File: config.mk
export PLATFORM = sky130hd
export DESIGN_NAME = mux_scan_seq
export DESIGN_NICKNAME = d
export VERILOG_FILES = /design/src/rtl/mux_scan_seq.sv
export SDC_FILE = /design/constraint.sdc
export NUM_CORES = 1
export LEC_CHECK = 0
export ABC_AREA = 1
export CAP_MARGIN = 10
export CORE_MARGIN = 2
export CORE_UTILIZATION = 40
export CTS_CLUSTER_DIAMETER = 150
export DETAILED_ROUTE_END_ITERATION = 8
export GPL_TIMING_DRIVEN = 0
export PLACE_DENSITY = 0.66
export SYNTH_ARGS = -nofsm -noshare
export SYNTH_HDL_FRONTEND = slang
export SYNTH_SLANG_ARGS = --single-unit
File: constraint.sdc
create_clock -name clk -period 1.8 [get_ports clk]
set_input_delay 0.18 -clock clk [delete_from_list [all_inputs] [get_ports clk]]
set_output_delay 0.18 -clock clk [all_outputs]
set_load 0.005 [all_outputs]
File: src/rtl/mux_scan_seq.sv
// mux_scan_seq: registered N_CH-to-1 channel multiplexer with two modes.
// Manual mode follows the S select every cycle. Auto-scan mode walks the
// channels 0..N_CH-1, holding each one for DWELL cycles, and pulses
// frame_done on the final sample of every full frame.
module mux_scan_seq #(
    parameter int N_CH  = 16,
    parameter int W     = 1,
    parameter int DWELL = 1,
    localparam int SW   = $clog2(N_CH)
) (
    input  logic              clk,
    input  logic              rst,
    input  logic [N_CH*W-1:0] I,
    input  logic [SW-1:0]     S,
    input  logic              mode,
    input  logic              start,
    output logic [W-1:0]      F,
    output logic [SW-1:0]     ch,
    output logic              valid,
    output logic              frame_done
);

    typedef enum logic {
        IDLE = 1'b0,
        SCAN = 1'b1
    } state_t;

    // Last channel index and last dwell count, sized to their counters.
    localparam logic [SW-1:0] LAST_CH    = SW'(N_CH - 1);
    localparam logic [7:0]    DWELL_LAST = 8'(DWELL - 1);

    state_t          state_reg, state_next;
    logic [SW-1:0]   cnt_reg, cnt_next;
    logic [7:0]      dcnt_reg, dcnt_next;
    logic [W-1:0]    f_reg, f_next;
    logic [SW-1:0]   ch_reg, ch_next;
    logic            valid_reg, valid_next;
    logic            fd_reg, fd_next;

    // Unpack the flat channel bus so both select paths index one array.
    logic [W-1:0] chan_data [N_CH];

    generate
        for (genvar gi = 0; gi < N_CH; gi++) begin : g_unpack
            assign chan_data[gi] = I[gi*W +: W];
        end
    endgenerate

    // Next-state and next-output logic; manual mode overrides the FSM.
    always_comb begin
        state_next = state_reg;
        cnt_next   = cnt_reg;
        dcnt_next  = dcnt_reg;
        f_next     = f_reg;
        ch_next    = ch_reg;
        valid_next = 1'b0;
        fd_next    = 1'b0;

        if (!mode) begin
            // Manual select: forces the scan machinery back to rest.
            state_next = IDLE;
            cnt_next   = '0;
            dcnt_next  = '0;
            f_next     = chan_data[S];
            ch_next    = S;
            valid_next = 1'b1;
        end else begin
            case (state_reg)
                IDLE: begin
                    // F/ch hold their last values while waiting for start.
                    if (start) begin
                        state_next = SCAN;
                        cnt_next   = '0;
                        dcnt_next  = '0;
                    end
                end
                SCAN: begin
                    // Data is sampled live, so F follows I during a dwell.
                    f_next     = chan_data[cnt_reg];
                    ch_next    = cnt_reg;
                    valid_next = 1'b1;
                    fd_next    = (cnt_reg == LAST_CH) && (dcnt_reg == DWELL_LAST);
                    if (dcnt_reg == DWELL_LAST) begin
                        dcnt_next = '0;
                        // N_CH is a power of two, so the counter wraps naturally.
                        cnt_next  = cnt_reg + SW'(1);
                    end else begin
                        dcnt_next = dcnt_reg + 8'd1;
                    end
                end
                default: begin
                    state_next = IDLE;
                end
            endcase
        end
    end

    // State and output registers with asynchronous clear.
    always_ff @(posedge clk or posedge rst) begin
        if (rst) begin
            state_reg <= IDLE;
            cnt_reg   <= '0;
            dcnt_reg  <= '0;
            f_reg     <= '0;
            ch_reg    <= '0;
            valid_reg <= 1'b0;
            fd_reg    <= 1'b0;
        end else begin
            state_reg <= state_next;
            cnt_reg   <= cnt_next;
            dcnt_reg  <= dcnt_next;
            f_reg     <= f_next;
            ch_reg    <= ch_next;
            valid_reg <= valid_next;
            fd_reg    <= fd_next;
        end
    end

    assign F          = f_reg;
    assign ch         = ch_reg;
    assign valid      = valid_reg;
    assign frame_done = fd_reg;

endmodule

=== Yosys cells after proc, flatten, opt, wreduce, memory -nomap -nowiden ===
Index checks and enable logic that the tools add are counted.

* Bitwise gates (word level): 3
* Magnitude comparators: 2
* Multiply operators: 0
* Shift-type cells: 0
* $add $sub $neg: 2
* Muxes and demuxes: 25
* Divide/modulo/power cells: 0
* Eq/ne operators: 4
* Reductions and logical operators: 3

{| class="wikitable"
|+ Operators with widths
! cell !! number
|-
| two-way mux 8 bit || 3
|-
| two-way mux 4 bit || 5
|-
| one-hot mux 8 bit (2 select lines) || 1
|-
| two-way mux 1 bit || 13
|-
| greater-or-equal comparator 5 bit (second input constant) || 2
|-
| NOT 4 -> 5 bit || 2
|-
| adder 8 x 1 -> 8 bit (second input constant) || 1
|-
| binary-select mux 1 bit (select 4 bit) || 2
|-
| zero test 8 bit || 1
|-
| one-hot mux 4 bit (2 select lines) || 1
|-
| adder 4 x 1 -> 4 bit (second input constant) || 1
|-
| equality test 4 bit (second input constant) || 1
|-
| inequality test 3 x 2 -> 1 bit (second input constant) || 1
|-
| inequality test 3 bit (second input constant) || 1
|-
| inequality test 2 x 1 -> 1 bit (second input constant) || 1
|-
| AND reduction 2 bit || 1
|-
| logical AND 1 bit || 1
|-
| NOT 1 bit || 1
|}

* Logic and storage cells: 46
* Output and inout bits: 7
* Memory bits (writable): 0
* Latch bits: 0
* Register bits after elaboration: 20
* Memories kept: 0
* Bits of input ports: 24
* Memory bits (read-only): 0

=== Depth between registers and ports, before layout ===
Gate-level depths: netlist (run 1).

* Word-level depth: 6
* Gate-level depth with buffers: 10
* Depth with buffers taken out: 8

=== Worst setup path after synthesis (run 1) ===
No wires, ideal clock.

* Path kind: reg-to-reg
* From: register dcnt_reg[0]
* To: register cnt_reg[2]
* Setup slack: 0.532 ns
* Arrival: 1.194 ns
* Stages on the path, launching flop included: 10
* Buffers on the path: 1
* Period minus slack after synthesis: 1.268 ns
* Library setup time: 0.074 ns
* Required time: 1.726 ns
* Path through: dfrtp_1 -> inv_1 -> ha_1 -> nand4_2 -> nand2_4 -> nand2_4 -> inv_2 -> buf_6 -> nand3_2 -> o21ai_2

* Word-level cells in the longest chain between the ends: 3

{| class="wikitable"
|+ RTL lines
! item !! line !! RTL
|-
| start, declared || 34 || <nowiki>logic [7:0] dcnt_reg, dcnt_next;</nowiki>
|-
| start signal, assigned || 111 || <nowiki>dcnt_reg <= dcnt_next;</nowiki>
|-
| zero test 8 bit || 83 || <nowiki>if (dcnt_reg == DWELL_LAST) begin</nowiki>
|-
| inequality test 3 x 2 -> 1 bit (no line) || - ||
|-
| AND reduction 2 bit (no line) || - ||
|-
| end signal, assigned || 110 || <nowiki>cnt_reg <= cnt_next;</nowiki>
|-
| end, declared || 33 || <nowiki>logic [SW-1:0] cnt_reg, cnt_next;</nowiki>
|}

No other way between the ends.
A chain may end at the register's enable or synchronous reset.

=== Final worst setup path (run 1) ===
* From: register dcnt_reg[1]
* To: register cnt_reg[2]

The elaborated chain is that of the path after synthesis.

==> metrics.txt, run 1 <==
outcome complete, no violations; Hold Fails Final Rpt 0; Via-to-Cell Ratio between 4 and 5; Mapped Area 0.00142 mm²; combinational fraction of design power 0.233; post-layout minimum cycle time 1.42 ns; Sink Count 20; Clock Path Buffers 2; Skew-Pair Late Insertion Delay 0.30 ns; max reg flops 8; Primary FF master, synth dfrtp_1; die width 63.5 µm; Num CTS Buffers 3; Startpoint Class flip-flop; most numerous cell in the Yosys netlist nand2_1; initial antenna violation count 0; crit path kind reg -> reg; hold-fix buffers at CTS 0; Diodes inserted 0; Routed WL a little over 3000 µm; DRT iter0 DRCs 94; Ports 31; number of port buffers 28; Sequential Area about 500 µm²; HP Class in -> reg; Sw Pwr roughly 260 µW; WP data required just over 2 ns; register bit count reported by yosys 20; row count 21; Hold WS 0.159 ns; synthesized net count roughly 220; critical path capture point type flip-flop; CTS HTree Levels 1; total power about 960 µW; Synth Area per Inst 7.18 µm²; first-pass GRT wire length roughly 5500 µm; f_max between 700 and 800 MHz; Final WS setup 0.376 ns; total die area approximately 0.0040 mm²; Final GP Congestion between 0.8 and 0.9; Critical Path AT 1.65 ns; clk_skew ~0.010 ns; cts repair resizes 0; worst vdd ir 601 µV; dominant cell type by area after synthesis dfrtp_1; final-layout fill cell count roughly 350; placed instance count 271; Seq/Total Area, Yosys 0.354; RSZ-0062 raised after global routing no; vias in the first global route roughly 1300; proportion of layout cells with a drive suffix above 1 0.140; grt total ovfl 0; largest net degree at the start of global routing 21; DRT Pass-1 Iters 4; Synth top area share 0.354; Antenna Violating Nets Remaining 0; Reg2Reg Setup Slack 0.38 ns; part of the power in the clock network 0.270; Root Driver clkbuf_4; Syn-to-layout area delta 26.4%; Final HPWL DP roughly 2400 µm; synthesized instance count ~200; Residual DRC 0; Synth cell types 29; Reg clk slew, reported paths roughly 0.12 ns; initial core utilization 0.421; Post-synth top cells nand2_1 (51), inv_1 (30), nand3_1 (30), dfrtp_1 (20), nor2_1 (15); area of the multi-input gates ~730 µm²; WL/cell approximately 11 µm; CTS tree yes; Max Cap Violations 0; Int Pwr 702 µW; pre-CTS setup slack 0.307 ns; final instance area 0.00179 mm²; P_leak 0.887 nW; asr flop ratio synth 1.00; core region area approximately 0.0034 mm²; register share of total power 0.497; Final Core Density 0.532; Tcrit/Tclk final 0.791; dominant cells by area after synthesis dfrtp_1 (35%), nand2_1 (14%), nand3_1 (11%); headroom to the max-slew limit 0.474; Via Count roughly 1300; Finished Layout Cells between 200 and 300; yosys warns 0; Worst Tran Pin Value between 0.7 and 0.8 ns; Crit Path Max Fanout 10; die height 63.5 µm; Post-synth EDFFs 0; post-CTS setup buffers 0; Setup TNS 0 ns; Nets 257; Post-DP Area 0.00175 mm²; pwr dens ~540 mW/mm²; sw frac 0.271; Slew Limit Fails 0; GRT Total Usage 0.166; final setup violation count 0
[routing by layer]
| metal | part of all wire | vias up | GRT usage |
|---|---|---|---|
| met3 | 0.052 | 2 | 0.0339 |
| met4 | 0.0042 | 0 | 0.0163 |
| li1 | - | 693 | - |
| met1 | 0.46 | 607 | 0.234 |
| met2 | 0.48 | 33 | 0.274 |
| met5 | 0 | - | 0 |
[power by group through the flow]
| stage | sequential [mW] | combinational, mW | clock (mW) |
|---|---|---|---|
| after floorplan | 0.486 | 0.124 | 0 |
| after global placement | 0.486 | 0.225 | 0 |
| after detailed placement | 0.487 | 0.226 | 0 |
| after CTS | 0.478 | 0.227 | 0.275 |
| after global routing | 0.481 | 0.253 | 0.296 |
| final | 0.478 | 0.225 | 0.260 |
[final timing paths]
path,startpoint,end,cells after the start
min in group asynchronous,rst,frame_done,2
min reg2reg,ch[1],ch[1],2
max reg2reg,dcnt_reg[1],cnt_reg[2],9
max,dcnt_reg[1],cnt_reg[2],9
min,mode,cnt_reg[2],3
max in group asynchronous,rst,cnt_reg[1],2
[kinds of logic after synthesis]
family,Yosys count,share of synthesized area
simple gates,116,0.408
flops,20,0.354
xor+xnor,1,0.00619
buf+inv,40,0.129
fa+ha+maj,3,0.0265
compound gates,17,0.0769
[worst max-delay path, stage by stage, from the launching register on]
cell	delay [ns]
dfrtp_1	0.42
inv_1	0.08
ha_1	0.18
nand4_2	0.17
nand2_4	0.12
nand2_4	0.06
inv_2	0.06
buf_6	0.15
nand3_2	0.07
o21ai_2	0.05
[placed cells by master (no fill, tap or decap), types with 4 or more instances in the layout]
master / instances
inv_1: 30
nand3_1: 30
nand2_4: 4
nor2_1: 15
nand2_1: 51
clkdlybuf4s50_1: 28
dfrtp_1: 20
a21oi_1: 4
inv_2: 4
[final cells by class]
| class | instances | share of cell area |
|---|---|---|
| plain buffers | 5 | 0.0259 |
| clock buffers | 4 | 0.0203 |
| inverters | 35 | 0.0762 |
| multi-input cells | 137 | 0.409 |
| flip-flops and latches | 20 | 0.280 |
| well taps | 46 | 0.0322 |
| repair buffers | 28 | 0.157 |
Note: power is estimated with default switching activity, not from simulation.
==> run 2: changes to the inputs <==
- clock period: 1.8 -> 1.4 ns (I/O delays scaled with it)
==> run 2 against run 1 <==
  * Hold slack got worse by 0.040 ns
  * Final cell count grew 1.1%
  * Combinational power is 30% higher
  * Power grew 29%
  * Register-to-register slack worse by 0.29 ns
  * First-iteration DRC count down 2.1%
  * Die area unchanged
  * Critical endpoint is now F
  * Largest power group unchanged
  * Highest routed layer unchanged
==> metrics.txt, run 2 (synthesis results as in run 1) <==
crit path kind reg -> out; GRT Total Usage 0.168; row count 21; Max Cap Violations 0; vias in the first global route around 1300; Syn-to-layout area delta 30.4%; core region area 0.00336 mm²; WP data required ~1.3 ns; Slew Limit Fails 0; die height 63.5 µm; Via-to-Cell Ratio between 4 and 5; clk_skew around 0.0098 ns; final setup violation count 0; first-pass GRT wire length 5570 µm; CTS HTree Levels 1; grt total ovfl 0; number of port buffers 28; Hold Fails Final Rpt 0; Crit Path Max Fanout 2; final-layout fill cell count around 340; DRT iter0 DRCs ~90; most frequent cells in the layout nand2_1 (51), inv_1 (30), nand3_1 (30); Worst Tran Pin Value 0.789 ns; die width 63.5 µm; Clock Path Buffers 2; HP Class in -> reg; Antenna Violating Nets Remaining 0; GR peak layer met2; total power 1.24 mW; max reg flops 8; initial core utilization 0.421; total die area around 0.0040 mm²; worst vdd ir 785 µV; Tcrit/Tclk final 0.947; proportion of layout cells with a drive suffix above 1 0.164; Nets 260; f_max roughly 750 MHz; Reg clk slew, reported paths around 0.12 ns; pwr dens ~670 mW/mm²; largest net degree at the start of global routing 21; CTS tree yes; post-layout minimum cycle time roughly 1.3 ns; Via Count approximately 1400; Num CTS Buffers 3; CP max stage cell clkdlybuf4s50_1; outcome complete, no violations; DRT Pass-1 Iters 4; met1 usage 0.234; Residual DRC 0; Diodes inserted 0; Skew-Pair Late Insertion Delay about 0.3 ns; grt met2 use 0.278; Hold WS between 0.1 and 0.15 ns; P_leak about 0.91 nW; initial antenna violation count 0; hold-fix buffers at CTS 0; critical path capture point type output pin; Critical Path AT 1.19 ns; Top delay family on crit path buffers and inverters; Final HPWL DP ~2400 µm; largest stage delay on the critical path approximately 0.51 ns; Ports 31; crit-path cells clkdlybuf4s50_1; Routed WL between 3000 and 4000 µm; grt met3 use 0.0339; RSZ-0062 raised after global routing no; Sink Count 20; Startpoint Class flip-flop; WL/cell 11.2 µm; Final GP Congestion about 0.9; CP Buf/Inv Count 1; headroom to the max-slew limit 0.473; commonest non-fill, non-tap cell in the layout nand2_1; Root Driver clkbuf_4
## run 2: cell types whose count changed in the layout (fill, tap and decap cells not counted), sizes merged
cell	before	now
buf	5	8
## run 2: metal layers
| metal | vias to the layer above | share of wire | routed length (µm) |
|---|---|---|---|
| met5 | - | 0 | 0 |
| met4 | 0 | 0.0042 | 13 |
| met3 | 2 | 0.056 | 174 |
| met2 | 35 | 0.49 | 1520 |
| met1 | 619 | 0.45 | 1410 |
| li1 | 701 | - | - |
## run 2: worst reg2reg max path, cell delays in order, from the launching register on
cell	delay (ns)
dfrtp_1	0.45
nor2_2	0.17
nand4_4	0.14
nand2_4	0.10
nand2_4	0.05
inv_2	0.07
buf_8	0.14
nand3_2	0.07
o21ai_2	0.05
## run 2: report_power, final
group	switching (mW)	internal [mW]
Sequential	0.0164	0.599
Clock	0.176	0.158
Combinational	0.144	0.147
## run 2: worst paths after layout
check,startpoint,endpoint,slack (ns),cells past startpoint
worst max-delay path,F,F,0.07,1
worst min-delay path,mode,cnt_reg[2],0.12,3
worst max register to register,dcnt_reg[2],cnt_reg[2],0.09,8
worst min register to register,ch[1],ch[1],0.51,2
max in group asynchronous,rst,cnt_reg[1],0.63,2
min in group asynchronous,rst,frame_done,0.27,2
## run 2: timing repair
item | in CTS | in global routing
pin swaps | 0 | 2
setup buffers | 2 | 1
setup endpoints to repair | 5 | 8
cloned | 0 | 0
gates resized for setup | 0 | 7
## run 2: cell type report
cell class	count	area, µm²	area share
Timing Repair Buffer	31	303	0.164
Multi-Input combinational cell	137	758	0.411
Buffer	5	53.8	0.0292
Tap cell	46	57.6	0.0312
Inverter	35	136	0.0739
Clock buffer	4	36.3	0.0197
Sequential cell	20	500	0.271
## run 2: per-stage QoR
step	cell area (µm²)	setup TNS, ns	utilization	setup slack [ns]	cells
CTS	1800	0	0.536	0.00843	277
detailed placement	1750	-0.0525	0.521	-0.0525	271
global route	1850	0	0.549	0.00207	278
floorplan	1420	0	-	0.132	197
global placement	1750	-0.0618	0.521	-0.0385	271
finish	1850	0	0.549	0.0739	278
